<file path="config.mk">
export PLATFORM = sky130hd
export DESIGN_NAME = fetch_unit
export DESIGN_NICKNAME = d
export VERILOG_FILES = /design/src/rtl/fetch_unit.sv
export SDC_FILE = /design/constraint.sdc
export NUM_CORES = 1
export LEC_CHECK = 0
export CAP_MARGIN = 0
export CORE_UTILIZATION = 53
export DETAILED_ROUTE_END_ITERATION = 12
export PLACE_DENSITY = 0.91
export SLEW_MARGIN = 20
export SYNTH_ARGS = -nofsm -noshare
export SYNTH_HDL_FRONTEND = slang
export SYNTH_SLANG_ARGS = --single-unit
</file>
<file path="constraint.sdc">
create_clock -name clk -period 10.2 [get_ports clk]
set_input_delay 2.55 -clock clk [delete_from_list [all_inputs] [get_ports clk]]
set_output_delay 2.55 -clock clk [all_outputs]
set_load 0.05 [all_outputs]
</file>
<file path="src/rtl/fetch_unit.sv">
// Instruction-fetch controller: issues imem requests at the current PC and buffers returned words for decode.
// Optional sticky error reporting is built only when FETCH_ERR_CHECK_EN is defined.
module fetch_unit #(
  parameter int FIFO_DEPTH = 2,
  parameter int MAX_OUTST  = 2
) (
  input  logic        clk,
  input  logic        rst,
  input  logic [31:0] pc,
  output logic        pc_enable,
  output logic [31:0] pc_next,
  output logic        imem_req_valid,
  input  logic        imem_req_ready,
  output logic [31:0] imem_req_addr,
  input  logic        imem_rsp_valid,
  input  logic [31:0] imem_rsp_data,
  input  logic        redirect_valid,
  input  logic [31:0] redirect_pc,
  output logic        if_valid,
  input  logic        if_ready,
  output logic [31:0] if_instr,
  output logic [31:0] if_pc,
  output logic        fetch_err
);

  localparam int OW = $clog2(MAX_OUTST + 1);
  localparam int CW = $clog2(FIFO_DEPTH + 1);
  localparam int TW = (MAX_OUTST > 1) ? $clog2(MAX_OUTST) : 1;
  localparam int FW = $clog2(FIFO_DEPTH);

  logic          epoch_q, epoch_d;
  logic [OW-1:0] outst_q, outst_d;
  logic [OW-1:0] stale_q, stale_d;
  logic [TW-1:0] tag_wr_q, tag_wr_d, tag_rd_q, tag_rd_d;
  logic [32:0]   tag_mem_q [MAX_OUTST];
  logic [FW-1:0] buf_wr_q, buf_wr_d, buf_rd_q, buf_rd_d;
  logic [CW-1:0] count_q, count_d;
  logic [63:0]   buf_mem_q [FIFO_DEPTH];

  logic        credit_ok, fire, rsp_pop, rsp_keep, if_pop;
  logic [32:0] tag_head;
  logic [63:0] buf_head;

  assign tag_head = tag_mem_q[tag_rd_q];
  assign buf_head = buf_mem_q[buf_rd_q];

  // Credits cover both in-flight requests and buffered words, so every response finds a free slot.
  assign credit_ok = (int'(outst_q) < MAX_OUTST) &&
                     (int'(outst_q) + int'(count_q) < FIFO_DEPTH);

  assign imem_req_valid = !rst && (pc != 32'd0) && !redirect_valid && credit_ok && (stale_q == '0);
  assign imem_req_addr  = pc;
  assign fire           = imem_req_valid && imem_req_ready;
  assign pc_enable      = !rst && (pc != 32'd0) && (redirect_valid || fire);
  assign pc_next        = redirect_valid ? redirect_pc : pc + 32'd4;

  assign rsp_pop  = !rst && imem_rsp_valid && (outst_q != '0);
  assign rsp_keep = rsp_pop && !redirect_valid && (stale_q == '0) && (tag_head[32] == epoch_q);

  assign if_valid = !rst && (count_q != '0) && !redirect_valid;
  assign if_pop   = if_valid && if_ready;
  assign if_pc    = buf_head[63:32];
  assign if_instr = buf_head[31:0];

  always_comb begin
    tag_wr_d = tag_wr_q;
    tag_rd_d = tag_rd_q;
    outst_d  = outst_q;
    stale_d  = stale_q;
    epoch_d  = epoch_q;
    buf_wr_d = buf_wr_q;
    buf_rd_d = buf_rd_q;
    count_d  = count_q;

    if (fire)
      tag_wr_d = (tag_wr_q == TW'(MAX_OUTST - 1)) ? '0 : tag_wr_q + TW'(1);
    if (rsp_pop)
      tag_rd_d = (tag_rd_q == TW'(MAX_OUTST - 1)) ? '0 : tag_rd_q + TW'(1);

    unique case ({fire, rsp_pop})
      2'b10:   outst_d = outst_q + OW'(1);
      2'b01:   outst_d = outst_q - OW'(1);
      default: outst_d = outst_q;
    endcase

    if (rsp_pop && (stale_q != '0))
      stale_d = stale_q - OW'(1);

    // Everything still in flight after a redirect is stale; issue waits until it has drained.
    if (redirect_valid) begin
      epoch_d  = ~epoch_q;
      stale_d  = outst_d;
      buf_wr_d = '0;
      buf_rd_d = '0;
      count_d  = '0;
    end else begin
      if (rsp_keep) buf_wr_d = buf_wr_q + FW'(1);
      if (if_pop)   buf_rd_d = buf_rd_q + FW'(1);
      unique case ({rsp_keep, if_pop})
        2'b10:   count_d = count_q + CW'(1);
        2'b01:   count_d = count_q - CW'(1);
        default: count_d = count_q;
      endcase
    end
  end

  always_ff @(posedge clk) begin
    if (rst) begin
      epoch_q  <= 1'b0;
      outst_q  <= '0;
      stale_q  <= '0;
      tag_wr_q <= '0;
      tag_rd_q <= '0;
      buf_wr_q <= '0;
      buf_rd_q <= '0;
      count_q  <= '0;
    end else begin
      epoch_q  <= epoch_d;
      outst_q  <= outst_d;
      stale_q  <= stale_d;
      tag_wr_q <= tag_wr_d;
      tag_rd_q <= tag_rd_d;
      buf_wr_q <= buf_wr_d;
      buf_rd_q <= buf_rd_d;
      count_q  <= count_d;
    end
  end

  always_ff @(posedge clk) begin
    if (fire)     tag_mem_q[tag_wr_q] <= {epoch_q, pc};
    if (rsp_keep) buf_mem_q[buf_wr_q] <= {tag_head[31:0], imem_rsp_data};
  end

`ifdef FETCH_ERR_CHECK_EN
  logic err_q, err_d;

  always_comb begin
    err_d = err_q;
    if (imem_rsp_valid && (outst_q == '0))
      err_d = 1'b1;
    if (redirect_valid && (redirect_pc[1:0] != 2'b00))
      err_d = 1'b1;
  end

  always_ff @(posedge clk) begin
    if (rst) err_q <= 1'b0;
    else     err_q <= err_d;
  end

  assign fetch_err = !rst && err_q;
`else
  assign fetch_err = 1'b0;
`endif

endmodule

</file>
Yosys cells after proc, flatten, opt, wreduce, memory -nomap -nowiden
Memories as Yosys holds them, arrays and structs flattened. A register that Yosys moved wholly into a read port is not among the register bits.
Cells that the tools add are included.
W data, S select, Z words.

cells by class
  order comparisons = 2
  muxes and demuxes = 15
  shift operators = 0
  reductions and logical operators = 27
  add/sub/neg operators = 11
  equality and inequality tests = 5
  bitwise operators = 1
  $mul = 0
  divide/modulo/power cells = 0

operators with widths
  kind                     number
  $add A32 B3 Y32 const B  1
  $mux W32                 1
  $reduce_bool A32 Y1      1
  $logic_and A1 B1 Y1      16
  $mux W1                  10
  $reduce_bool A2 Y1       5
  $pmux W2 S2              2
  $sub A2 B1 Y2 const B    3
  $add A1 B1 Y1 const B    4
  $add A2 B1 Y2 const B    2
  $eq A2 B1 Y1 const B     2
  $eq A2 B2 Y1 const B     2
  $mux W2                  2
  $add A2 B2 Y3            1
  $lt A3 B2 Y1 const B     1
  $logic_not A1 Y1         2
  $logic_not A2 Y1         1
  $lt A2 B2 Y1 const B     1
  $reduce_or A2 Y1         1
  $eq A1 B1 Y1             1
  $logic_or A1 B1 Y1       1
  $not A1 Y1               1

word-level totals
  output and inout bits = 132
  latch bits = 0
  register bits after elaboration = 11
  memories = 2
  bits in writable memories = 194
  memory bits (read-only) = 0
  logic and storage cells = 71

memory list
  memory     depth  width  read ports  clocked after memory_dff  wr ports  RTL line  RTL
  buf_mem_q  2      64     1           1                         1         38        logic [63:0] buf_mem_q [FIFO_DEPTH];
  tag_mem_q  2      33     1           1                         1         35        logic [32:0] tag_mem_q [MAX_OUTST];

Longest topological paths before layout
Gate-level depths: netlist of run 1.

  depth in word-level cells = 9
  mapped depth = 10
  mapped depth without buffers = 10

Least setup slack after synthesis of run 1
Ideal clock, no wire load.

  path kind = in2out
  start point = input pc[2]
  end point = output pc_next[16]
  arrival time = 4612 ps
  path slack = 3038 ps
  stages = 6
  data required time = 7650 ps
  cells stage by stage = ha_1 and4_1 nand4_1 clkbuf_1 xor2_1 o21ai_0

between the ends
  word-level cells in the longest chain between the ends = 2

RTL lines
  element             RTL line  RTL
  start: declaration  9         input logic [31:0] pc,
  $add A32 B3 Y32     55        assign pc_next = redirect_valid ? redirect_pc : pc + 32'd4;
  $mux W32            55
  end: declaration    11        output logic [31:0] pc_next,

No other way between the ends.

Worst setup path in the final report of run 1
  start point = input pc[2]
  end point = output pc_next[22]

Same word-level chain as after synthesis.

==> flow_summary.rst, run 1 <==
.. list-table::
   :header-rows: 1

   * - Metric
     - Value
   * - Result of the run
     - completed
   * - Proportion of layout cells with a drive suffix above 1
     - 0.1706
   * - Critical register-to-register path endpoint
     - buf_mem_q[0][26]$_DFFE_PP_
   * - Core Area
     - 16,520 sq um
   * - Main combinational cell family by area after synthesis
     - multiplexers
   * - Cts-stage hold buffer count
     - 0
   * - Share of async-settable or async-resettable flops after synthesis
     - 0
   * - Vertical die dimension
     - about 130 um
   * - Highest Clock Rate
     - between 100 and 150 MHz
   * - Setup slack on the worst flop-to-flop path
     - 7070 ps
   * - Startpoint class of the critical path
     - primary input
   * - Rows
     - 47
   * - Register area
     - 6088 sq um
   * - Flop and latch count out of synthesis
     - approximately 210
   * - Average wire length per cell after detail routing
     - about 19 um
   * - Share of the core filled with cells
     - 0.7158
   * - Final routed DRC violation total
     - 0
   * - Residual overflow from global routing
     - 0
   * - Compound-cell area share of the yosys netlist
     - 0.03764
   * - Summed negative setup slack over all endpoints
     - 0 ps
   * - Final weighted congestion in routability-driven placement
     - slightly below 0.9
   * - Total area of multi-input combinational cells
     - approximately 2500 sq um
   * - Synthesized instance count
     - roughly 600
   * - Endpoint with the worst hold slack
     - tag_wr_q$_SDFFE_PP0P_
   * - Crit-path cells
     - clkdlybuf4s50_1, ha_1, and4_1, nand4_1, or4_1, a31oi_1, clkdlybuf4s50_1
   * - Setup skew after layout
     - approximately 11 ps
   * - Final worst slack
     - 1598 ps
   * - Crit-path slowest cell
     - clkdlybuf4s50_1
   * - Num CTS Buffers
     - 21
   * - Total Routed Length
     - between 15,000 and 20,000 um
   * - CTS tree
     - built
   * - Reported leakage power
     - between 3 and 4 nW
   * - Starting density of the core
     - 0.5412
   * - Hold path depth
     - 1
   * - Vias per cell
     - roughly 5.6
   * - Dominant cell type by count on the critical path
     - clkdlybuf4s50_1
   * - Post-CTS repair timing setup buffer count
     - 0
   * - Peak supply drop
     - approximately 0.12 mV
   * - Clock network latency to the later pin of the worst-skew pair
     - about 480 ps
   * - CTS sink cnt
     - just over 200
   * - Cts repair resizes
     - 0
   * - First DRT Iteration DRCs
     - 489
   * - Cell family with the largest share of critical-path delay
     - simple AND/OR/NAND/NOR gates
   * - Number of fill cells
     - around 1,100
   * - Die Outline Area
     - 17,400 sq um
   * - Final count of pins violating max slew
     - 0
   * - Endpoint type of the worst setup path
     - output port
   * - I/O pin cnt
     - 234
   * - Final worst-path cycle share
     - 0.8433
   * - Critical hold path startpoint
     - tag_wr_q$_SDFFE_PP0P_
   * - Overall power consumption
     - between 1.5 and 2 mW
   * - Unique cell type count in the Yosys netlist
     - 45
   * - Width of the chip
     - ~130 um
   * - Worst-case clock buffer depth
     - 3
   * - Cell chosen for the clock root
     - clkbuf_16
   * - CTS HTree Levels
     - 1
   * - Clock-pin slew on the worst setup and hold paths
     - roughly 60 ps
   * - Net count of the finished layout
     - a little over 900
   * - Hold WC Path Type
     - register to register
   * - Adder and majority gate portion of the synthesized area
     - 0.009235
   * - Layout overhead on the synthesized area
     - 32.27%
   * - Post-synthesis net count
     - between 700 and 800
   * - Sequential area share after synthesis
     - 0.6806
   * - Mean post-synth cell area
     - approximately 15 sq um
   * - Number of global-route vias before repair
     - just under 6,000
   * - Crit-path max cell delay
     - slightly above 800 ps
   * - First-pass GRT wire length
     - approximately 30,000 um
   * - Xor-xnor portion of the synthesized cell area
     - 0.02155
   * - Total Routing Usage GR
     - 0.2243
   * - Number of flops mapped to enable cells by yosys
     - ~190
   * - Number of detailed-routing iterations run before antenna repair
     - 5
   * - Required time at the endpoint of the critical path
     - approximately 7700 ps
   * - Initial antenna violation count
     - 0
   * - Final count of hold timing violations
     - 0
   * - Simple-gate share of the synthesized area
     - 0.07947
   * - Critical path start-end classification
     - primary input to output port
   * - Post-Synthesis Cell Area
     - about 8900 sq um
   * - Depth of the worst register-to-register path
     - 5
   * - Setup WS pre-CTS
     - 1647 ps
   * - Placed Cells incl. Taps
     - approximately 1,000
   * - Detailed-route via count
     - roughly 5,800
   * - Yosys Warn Count
     - 0
   * - Antenna violation net count after detailed routing
     - 0
   * - Reported max-cap violation count
     - 0
   * - Tightest slew margin relative to the limit
     - 0.2750
   * - Share of synthesized area spent on multiplexers
     - 0.1269
   * - Pin count of the biggest net entering global routing
     - 65
   * - CP Depth
     - 7
   * - Setup repair after global routing missed its margin
     - false
   * - PortBufs
     - 232
   * - Main synth FF type
     - edfxtp_1
   * - Placed wire-length estimate after detailed placement
     - 13,010 um
   * - Post-layout min period
     - between 8000 and 9000 ps
   * - Data arrival at the endpoint of the critical path
     - roughly 6100 ps
   * - Crit path buf inv count
     - 2
   * - Pwr per Cell Area
     - 154.9 nW/um^2
   * - Final number of setup-violating endpoints
     - 0
   * - Max FO, Critical Path
     - 15
   * - Measured slew at the worst slew-check pin
     - approximately 1100 ps
   * - Number of antenna diodes
     - 0
   * - Final standard cell count with taps included and fillers excluded
     - around 1,000
[report_power, final]
group	switching, mW	internal, mW
registers	0.00812	0.941
clock network	0.286	0.374
logic	0.133	0.0898
[routing by layer]
metal	wire length, um	track usage	vias to the layer above
met4	551	0.07235	0
li1	-	-	2646
met5	0	0	-
met2	10010	0.4024	299
met3	1332	0.03345	55
met1	7781	0.2787	2806
[cell families after synthesis]
family,after synthesis
flops,207
simple gates,134
other cells,1
compound gates,53
xor+xnor,22
buf+inv,70
mux,101
fa+ha+maj,6
[through the flow]
stage | instance area (sq um) | hold slack (ps)
6_report | 11830 | 503.9
5_1_grt | 11830 | 540.5
4_1_cts | 11830 | 506.5
3_5_place_dp | 11250 | 496.7
3_3_place_gp | 11250 | 467.2
2_1_floorplan | 8942 | 426.2
[cell usage after synthesis, types with 7 or more instances]
library cell	instances	share of area
nor3_1	7	0.0039
or4_1	9	0.0076
edfxtp_1	194	0.65
xnor2_1	14	0.014
xor2_1	8	0.0078
nor4_1	13	0.0091
a31oi_1	8	0.0056
nand4_1	10	0.0070
nand3_1	15	0.0084
mux2_2	99	0.12
nor2_1	29	0.012
clkbuf_1	18	0.0076
dfxtp_1	13	0.029
nand2_1	30	0.013
inv_1	16	0.0067
o21ai_0	21	0.012
buf_4	33	0.028
[worst register-to-register path: stages, from the launching register on]
cell and delay (ps):
dfxtp_2 920, mux2i_1 330, xor2_1 270, nand4_1 190, inv_2 380, buf_4 630
[final cells by class]
type,count,share of cell area
Inverter,16,0.005078
Tap cell,220,0.02327
Clock buffer,25,0.04570
Timing Repair Buffer,235,0.1978
Sequential cell,207,0.5148
Multi-Input combinational cell,317,0.2100
Clock inverter,9,0.003385
[placed cells by master (no fill, tap or decap), types with 2 or more instances in the layout]
master / instances
and2_1: 2
nand3_1: 15
nand2_1: 30
and4_1: 3
ha_1: 5
nand4_1: 10
inv_1: 15
or3_1: 4
o21ai_0: 21
clkinv_1: 7
xor2_1: 8
mux2i_1: 2
mux2_2: 99
nor4_1: 13
dfxtp_2: 2
or4_1: 9
and3_1: 4
nor3_1: 7
xnor2_1: 14
nor2_4: 3
o31a_1: 2
clkdlybuf4s50_1: 231
a31o_2: 2
a21oi_1: 5
o211ai_1: 5
edfxtp_1: 194
clkbuf_16: 21
or4_4: 2
o31ai_1: 5
dfxtp_1: 11
clkbuf_1: 4
a31oi_1: 8
nor2_1: 26
buf_4: 3
[registers in the layout, summed over array words and instances (netlist names), named ones only]
register and cells:
buf_mem_q 128, outst_q 2, buf_rd_q 1, tag_rd_q 1, buf_wr_q 1, epoch_q 1, tag_mem_q 66, tag_wr_q 1
count_q 2, stale_q 2
[how the worst max path moves through the flow]
stage	startpoint	endpoint	slack, ps
5_1_grt	pc[2]	pc_next[28]	1410
6_report	pc[2]	pc_next[22]	1600
2_1_floorplan	pc[2]	pc_next[16]	3040
4_1_cts	pc[2]	pc_next[22]	1620
3_5_place_dp	pc[2]	pc_next[22]	1650
3_3_place_gp	pc[2]	pc_next[30]	1790
(Power assumes the default switching activity.)
==> inputs of run 2 (changes only) <==
Settings changed: CORE_UTILIZATION 53 to 44, PLACE_DENSITY 0.91 to 0.81.
Clock period 10.2 ns to 7.7 ns, I/O delays scaled along.
==> run 2 against run 1 <==
Clock skew increased by 2.0 ps. Hold slack improved by 6.4 ps. Non-clock buffer count increased by 7. Total power increased by 44%. Sequential share of layout area decreased by 1.2 points. Wire length increased by 2.1%. First-iteration DRC count decreased by 22%. Clock power increased by 64%. Critical path type unchanged. Critical endpoint is now pc_next[30]. Largest power group unchanged.
==> flow_summary.rst, run 2 (synthesis results as in run 1) <==
.. list-table::
   :header-rows: 1

   * - Metric
     - Value
   * - Result of the run
     - completed (unchanged)
   * - Required time at the endpoint of the critical path
     - 5780 ps (was 7650 ps)
   * - Total Routed Length
     - 20,080 um (was 19,670 um)
   * - Cell chosen for the clock root
     - clkbuf_16 (unchanged)
   * - Pwr per Cell Area
     - 217.3 nW/um^2 (was 154.9 nW/um^2)
   * - PortBufs
     - 232 (unchanged)
   * - Layout overhead on the synthesized area
     - 35.57% (was 32.27%)
   * - Relative contribution of combinational cells to total power
     - 0.113 (was 0.122)
   * - First DRT Iteration DRCs
     - 383 (was 489)
   * - Average wire length per cell after detail routing
     - 18.50 um (was 19.12 um)
   * - Measured slew at the worst slew-check pin
     - 1067 ps (was 1085 ps)
   * - Cts-stage hold buffer count
     - 0 (unchanged)
   * - Highest Clock Rate
     - ~140 MHz
   * - Depth of the worst register-to-register path
     - 5 (unchanged)
   * - Proportion of layout cells with a drive suffix above 1
     - 0.1866 (was 0.1706)
   * - Max FO, Critical Path
     - 9 (was 15)
   * - Post-CTS repair timing setup buffer count
     - 0 (unchanged)
   * - Sequential Power Share
     - 0.477 (was 0.518)
   * - Total Routing Usage GR
     - 0.1882 (was 0.2243)
   * - Post-layout min period
     - ~6900 ps
   * - Final worst slack
     - 773.6 ps (was 1598 ps)
   * - Peak supply drop
     - 0.1327 mV (was 0.1228 mV)
   * - Fraction of power spent switching nets
     - 0.2249 (was 0.2333)
   * - CTS tree
     - built (unchanged)
   * - Clock Power Share
     - 0.410 (was 0.360)
   * - Starting density of the core
     - 0.4535 (was 0.5412)
   * - Flip-flop count of the largest register, all copies and words added
     - 128 (unchanged)
   * - Startpoint class of the critical path
     - primary input (unchanged)
   * - Number of antenna diodes
     - 0 (unchanged)
   * - Hold path depth
     - 1 (unchanged)
   * - Pin count of the biggest net entering global routing
     - 65 (unchanged)
   * - Final Instance Area
     - 12,120 sq um (was 11,830 sq um)
   * - Share of the core filled with cells
     - 0.6148 (was 0.7158)
   * - Register with the most flip-flops
     - buf_mem_q (unchanged)
   * - First-pass GRT wire length
     - 29,600 um (was 30,710 um)
   * - Detailed-route via count
     - 5,619 (was 5,806)
   * - Tightest slew margin relative to the limit
     - 0.2872 (was 0.2750)
   * - Placed wire-length estimate after detailed placement
     - 13,490 um (was 13,010 um)
   * - Reported max-cap violation count
     - 0 (unchanged)
   * - CTS HTree Levels
     - 1 (unchanged)
   * - Final number of setup-violating endpoints
     - 0 (unchanged)
   * - Width of the chip
     - 144.6 um (was 131.9 um)
   * - Residual overflow from global routing
     - 0 (unchanged)
   * - Antenna violation net count after detailed routing
     - 0 (unchanged)
   * - Setup skew after layout
     - 12.68 ps (was 10.67 ps)
   * - Critical path start-end classification
     - primary input to output port (unchanged)
   * - Final count of pins violating max slew
     - 0 (unchanged)
   * - I/O pin cnt
     - 234 (unchanged)
   * - Reported leakage power
     - 3.997 nW (was 3.878 nW)
   * - Rows
     - 51 (was 47)
   * - Core Area
     - 19,720 sq um (was 16,520 sq um)
   * - Clock network latency to the later pin of the worst-skew pair
     - 490 ps (was 480 ps)
   * - Number of global-route vias before repair
     - 5,386 (was 5,865)
   * - Die Outline Area
     - 20,900 sq um (was 17,400 sq um)
   * - Critical register-to-register path endpoint
     - buf_mem_q[1][27]$_DFFE_PP_ (was buf_mem_q[0][26]$_DFFE_PP_)
   * - Vias per cell
     - 5.179 (was 5.642)
   * - CTS sink cnt
     - 207 (unchanged)
   * - Net count of the finished layout
     - 914 (was 906)
   * - Final routed DRC violation total
     - 0 (unchanged)
   * - Top flop regs
     - buf_mem_q x128, tag_mem_q x66 (unchanged)
   * - Critical hold path startpoint
     - tag_wr_q$_SDFFE_PP0P_ (unchanged)
   * - Setup slack on the worst flop-to-flop path
     - 4350 ps (was 7070 ps)
   * - Num CTS Buffers
     - 22 (was 21)
   * - Setup repair after global routing missed its margin
     - false (unchanged)
   * - Most used cells in the layout excluding fill and tap cells
     - clkdlybuf4s50_1, edfxtp_1, mux2_2 (unchanged)
   * - Endpoint type of the worst setup path
     - output port (unchanged)
   * - Cell area after placement
     - 11,350 sq um (was 11,250 sq um)
   * - Summed negative setup slack over all endpoints
     - 0 ps (unchanged)
   * - Endpoint with the worst hold slack
     - tag_wr_q$_SDFFE_PP0P_ (unchanged)
   * - Final count of hold timing violations
     - 0 (unchanged)
   * - Data arrival at the endpoint of the critical path
     - 5000 ps (was 6050 ps)
   * - Vertical die dimension
     - 144.6 um (was 131.9 um)
   * - Most frequent standard cell in the layout excluding fill and tap cells
     - clkdlybuf4s50_1 (unchanged)
   * - Cts repair resizes
     - 0 (unchanged)
   * - Final worst-path cycle share
     - 0.8995
   * - Clock-pin slew on the worst setup and hold paths
     - 60 ps (about the same)
   * - P_int
     - 2.042 mW (was 1.405 mW)
   * - Net Sw Power
     - 0.5925 mW (was 0.4273 mW)
   * - Initial antenna violation count
     - 0 (unchanged)
   * - Setup WS pre-CTS
     - 797.9 ps (was 1647 ps)
   * - Worst-case clock buffer depth
     - 3 (unchanged)
   * - Final weighted congestion in routability-driven placement
     - 0.8122 (was 0.8754)
   * - Hold WC Path Type
     - register to register (unchanged)
   * - Number of detailed-routing iterations run before antenna repair
     - 5 (unchanged)
[run 2: worst max-delay path, stage by stage]
cell and delay [ps]:
clkdlybuf4s50_1 680, nand4_1 350, or4_4 550, or4_1 500
a31oi_1 170, clkdlybuf4s50_1 820
[run 2: area by class of cell]
type                            count  area, sq um
Clock buffer                       26        586.8
Clock inverter                     12        157.7
Fill cell                        1452         7595
Inverter                           16        60.06
Multi-Input combinational cell    317         2484
Sequential cell                   207         6091
Tap cell                          265        331.6
Timing Repair Buffer              242         2412
[run 2: power groups by stage]
stage | combinational (mW) | sequential [mW] | clock [mW]
after CTS | 0.297 | 1.26 | 1.10
after global placement | 0.292 | 1.28 | 0
final | 0.296 | 1.26 | 1.08
after floorplan | 0.173 | 1.27 | 0
after detailed placement | 0.296 | 1.28 | 0
after global routing | 0.313 | 1.26 | 1.14
[run 2: worst max path at each step]
stage | from | end | slack, ps
after floorplan | pc[2] | pc_next[16] | 1790
after global placement | pc[5] | pc_next[29] | 830
after detailed placement | pc[2] | pc_next[29] | 800
after CTS | pc[11] | pc_next[29] | 780
after global routing | pc[2] | pc_next[28] | 680
final | pc[18] | pc_next[30] | 770
[run 2: per-stage QoR]
step | hold WS, ps | cells | power (mW)
final | 510.3 | 1085 | 2.634
after global routing | 534.5 | 1085 | 2.712
after CTS | 512.1 | 1084 | 2.654
after detailed placement | 496.7 | 1046 | 1.577
after global placement | 469.0 | 1046 | 1.572
after floorplan | 426.2 | 594 | 1.447
[run 2: metal layers]
| metal | wire [um] | vias to the layer above | part of all wire | global-route usage |
|---|---|---|---|---|
| li1 | - | 2659 | - | - |
| met5 | 0 | - | 0 | 0 |
| met2 | 10180 | 182 | 0.51 | 0.3305 |
| met4 | 300 | 0 | 0.015 | 0.04931 |
| met3 | 1343 | 29 | 0.067 | 0.03974 |
| met1 | 8248 | 2749 | 0.41 | 0.2346 |
==> inputs of run 3 (changes only) <==
Settings changed: ABC_CLOCK_PERIOD_IN_PS set to 7700, PLACE_DENSITY 0.81 to 0.83.
==> run 3 against run 2 <==
Total power decreased by 3.1%. Final cell count decreased by 0.28%. Hold slack got worse by 3.2 ps. Critical path type unchanged. Largest cell class unchanged.
==> flow_summary.rst, run 3 (synthesis results as in run 1) <==
.. list-table::
   :header-rows: 1

   * - Metric
     - Value
   * - Result of the run
     - completed (unchanged)
   * - I/O pin cnt
     - 234 (unchanged)
   * - Final routed DRC violation total
     - 0 (unchanged)
   * - Final standard cell count with taps included and fillers excluded
     - 1,082 (was 1,085)
   * - Crit-path slowest cell
     - clkdlybuf4s50_1 (unchanged)
   * - Antenna violation net count after detailed routing
     - 0 (unchanged)
   * - CTS tree
     - built (unchanged)
   * - Crit path buf inv count
     - 2 (unchanged)
   * - Setup skew after layout
     - 6.638 ps (was 12.68 ps)
   * - Total area of multi-input combinational cells
     - 2484 sq um (unchanged)
   * - Clock Power Share
     - 0.392 (was 0.410)
   * - Num CTS Buffers
     - 22 (unchanged)
   * - Relative contribution of combinational cells to total power
     - 0.116 (was 0.113)
   * - Number of antenna diodes
     - 0 (unchanged)
   * - Placed Cells incl. Taps
     - 1,042 (was 1,046)
   * - Core Area
     - 19,720 sq um (unchanged)
   * - Summed negative setup slack over all endpoints
     - 0 ps (unchanged)
   * - DR WL met2
     - 10,170 um (was 10,180 um)
   * - Cell family with the largest share of critical-path delay
     - buffers and inverters (unchanged)
   * - Number of global-route vias before repair
     - 5,680 (was 5,386)
   * - Post-layout min period
     - 6985 ps (was 6926 ps)
   * - Proportion of layout cells with a drive suffix above 1
     - 0.1885 (was 0.1866)
   * - Final weighted congestion in routability-driven placement
     - 0.8495 (was 0.8122)
   * - PortBufs
     - 232 (unchanged)
   * - CTS HTree Levels
     - 1 (unchanged)
   * - Pwr per Cell Area
     - 212.1 nW/um^2 (was 217.3 nW/um^2)
   * - Measured slew at the worst slew-check pin
     - 1087 ps (was 1067 ps)
   * - Final Instance Area
     - 12,040 sq um (was 12,120 sq um)
   * - Register with the most flip-flops
     - buf_mem_q (unchanged)
   * - Vias per cell
     - 5.240 (was 5.179)
   * - Register area
     - 6091 sq um (unchanged)
   * - Data arrival at the endpoint of the critical path
     - 5060 ps (was 5000 ps)
   * - M1 wire length
     - 8225 um (was 8248 um)
   * - Die Outline Area
     - 20,900 sq um (unchanged)
   * - Worst hold margin
     - 507.1 ps (was 510.3 ps)
   * - CTS sink cnt
     - 207 (unchanged)
   * - Average wire length per cell after detail routing
     - 18.87 um (was 18.50 um)
   * - Net Sw Power
     - 0.6091 mW (was 0.5925 mW)
   * - Endpoint type of the worst setup path
     - output port (unchanged)
   * - Fraction of power spent switching nets
     - 0.2385 (was 0.2249)
   * - Final count of pins violating max slew
     - 0 (unchanged)
   * - Top flop regs
     - buf_mem_q x128, tag_mem_q x66 (unchanged)
   * - Cts-stage hold buffer count
     - 0 (unchanged)
   * - Final number of setup-violating endpoints
     - 0 (unchanged)
   * - Crit-path max cell delay
     - 860 ps (was 820 ps)
   * - Peak supply drop
     - 0.1254 mV (was 0.1327 mV)
   * - Highest Clock Rate
     - 143.2 MHz (was 144.4 MHz)
   * - Hold WC Path Type
     - register to register (unchanged)
   * - Post-CTS repair timing setup buffer count
     - 0 (unchanged)
   * - Metal3 WL
     - 1430 um (was 1343 um)
   * - Overall power consumption
     - 2.554 mW (was 2.634 mW)
   * - Final worst-path cycle share
     - 0.9071 (was 0.8995)
   * - Layout overhead on the synthesized area
     - 34.63% (was 35.57%)
   * - Clock network latency to the later pin of the worst-skew pair
     - 490 ps (about the same)
   * - Vertical die dimension
     - 144.6 um (unchanged)
   * - Max FO, Critical Path
     - 10 (was 9)
   * - Residual overflow from global routing
     - 0 (unchanged)
   * - Total Routing Usage GR
     - 0.1944 (was 0.1882)
   * - P_int
     - 1.944 mW (was 2.042 mW)
   * - Required time at the endpoint of the critical path
     - 5780 ps (about the same)
   * - Number of fill cells
     - 1,488 (was 1,452)
   * - First DRT Iteration DRCs
     - 447 (was 383)
   * - Most used cells in the layout excluding fill and tap cells
     - clkdlybuf4s50_1, edfxtp_1, mux2_2 (unchanged)
   * - Cell chosen for the clock root
     - clkbuf_16 (unchanged)
   * - Pin count of the biggest net entering global routing
     - 65 (unchanged)
   * - Tightest slew margin relative to the limit
     - 0.2734 (was 0.2872)
   * - Sequential Power Share
     - 0.492 (was 0.477)
   * - Width of the chip
     - 144.6 um (unchanged)
   * - Cell area after placement
     - 11,320 sq um (was 11,350 sq um)
   * - Total Routed Length
     - 20,420 um (was 20,080 um)
   * - Startpoint class of the critical path
     - primary input (unchanged)
   * - Clock-pin slew on the worst setup and hold paths
     - 60 ps (about the same)
   * - Rows
     - 51 (unchanged)
   * - Dominant cell type by count on the critical path
     - clkdlybuf4s50_1 (unchanged)
   * - Worst-case clock buffer depth
     - 3 (unchanged)
   * - Setup repair after global routing missed its margin
     - false (unchanged)
   * - Flip-flop count of the largest register, all copies and words added
     - 128 (unchanged)
   * - Crit-path cells
     - clkdlybuf4s50_1, nand4_1, or4_4, or3_1, a31oi_1, clkdlybuf4s50_1 (was clkdlybuf4s50_1, nand4_1, or4_4, or4_1, a31oi_1, clkdlybuf4s50_1)
   * - Setup slack on the worst flop-to-flop path
     - 4190 ps (was 4350 ps)
   * - Net count of the finished layout
     - 910 (was 914)
   * - Placed wire-length estimate after detailed placement
     - 13,520 um (was 13,490 um)
   * - Detailed-route via count
     - 5,670 (was 5,619)
   * - First-pass GRT wire length
     - 30,540 um (was 29,600 um)
   * - Critical path start-end classification
     - primary input to output port (unchanged)
   * - Starting density of the core
     - 0.4535 (unchanged)
   * - Most frequent standard cell in the layout excluding fill and tap cells
     - clkdlybuf4s50_1 (unchanged)
   * - Number of detailed-routing iterations run before antenna repair
     - 5 (unchanged)
   * - Reported leakage power
     - 3.945 nW (was 3.997 nW)
   * - Top Layer Used
     - met4 (unchanged)
   * - Reported max-cap violation count
     - 0 (unchanged)
   * - Cts repair resizes
     - 0 (unchanged)
   * - Final count of hold timing violations
     - 0 (unchanged)
   * - Initial antenna violation count
     - 0 (unchanged)
[run 3: cell count changes in the layout (fill, tap and decap cells not counted)]
| cell | previous run | this run |
|---|---|---|
| clkdlybuf4s50_1 | 231 | 230 |
| buf_4 | 9 | 6 |
| bufinv_16 | 4 | 1 |
| inv_6 | 0 | 1 |
| inv_2 | 1 | 0 |
| clkinv_2 | 3 | 6 |
| clkinv_1 | 4 | 3 |
| clkbuf_1 | 3 | 1 |
| clkinvlp_4 | 1 | 5 |
[run 3: layout make-up]
class                      instances  area share
sequential                       207      0.5059
clock buffer                      24     0.04812
timing repair buffer             238      0.1977
inverter                          16    0.005093
multi-input combinational        317      0.2063
clock inverter                    15    0.009354
tap                              265     0.02754
[run 3: final timing paths]
| kind | startpoint | to | depth (start not counted) |
|---|---|---|---|
| hold / removal | tag_rd_q$_SDFFE_PP0P_ | register | 2 |
| hold reg to reg | tag_rd_q$_SDFFE_PP0P_ | register | 2 |
| setup / recovery | pc[17] | pc_next[27] | 6 |
| setup reg to reg | register | buf_mem_q[1][61]$_DFFE_PP_ | 5 |
[run 3: stage by stage]
step / worst slack [ps] / utilization
6_report: 715.4 / 0.6106
2_1_floorplan: 1788 / -
4_1_cts: 752.7 / 0.6092
3_5_place_dp: 776.5 / 0.5741
5_1_grt: 560.8 / 0.6106
3_3_place_gp: 809.5 / 0.5741
[run 3: per-layer routing]
| layer | track usage | vias up |
|---|---|---|
| met5 | 0 | - |
| met2 | 0.3360 | 242 |
| met4 | 0.07202 | 0 |
| met3 | 0.04139 | 46 |
| met1 | 0.2383 | 2720 |
| li1 | - | 2662 |
[run 3: worst min-delay path, stage by stage, from the launching register on]
cell	delay [ps]
dfxtp_1	320
xor2_1	80
nor2_1	70
[run 3: power by group through the flow]
stage	sequential, mW	combinational, mW	clock (mW)
4_1_cts	1.26	0.296	1.02
6_report	1.26	0.297	1.00
2_1_floorplan	1.27	0.173	0
3_5_place_dp	1.28	0.294	0
3_3_place_gp	1.28	0.290	0
5_1_grt	1.26	0.313	1.07
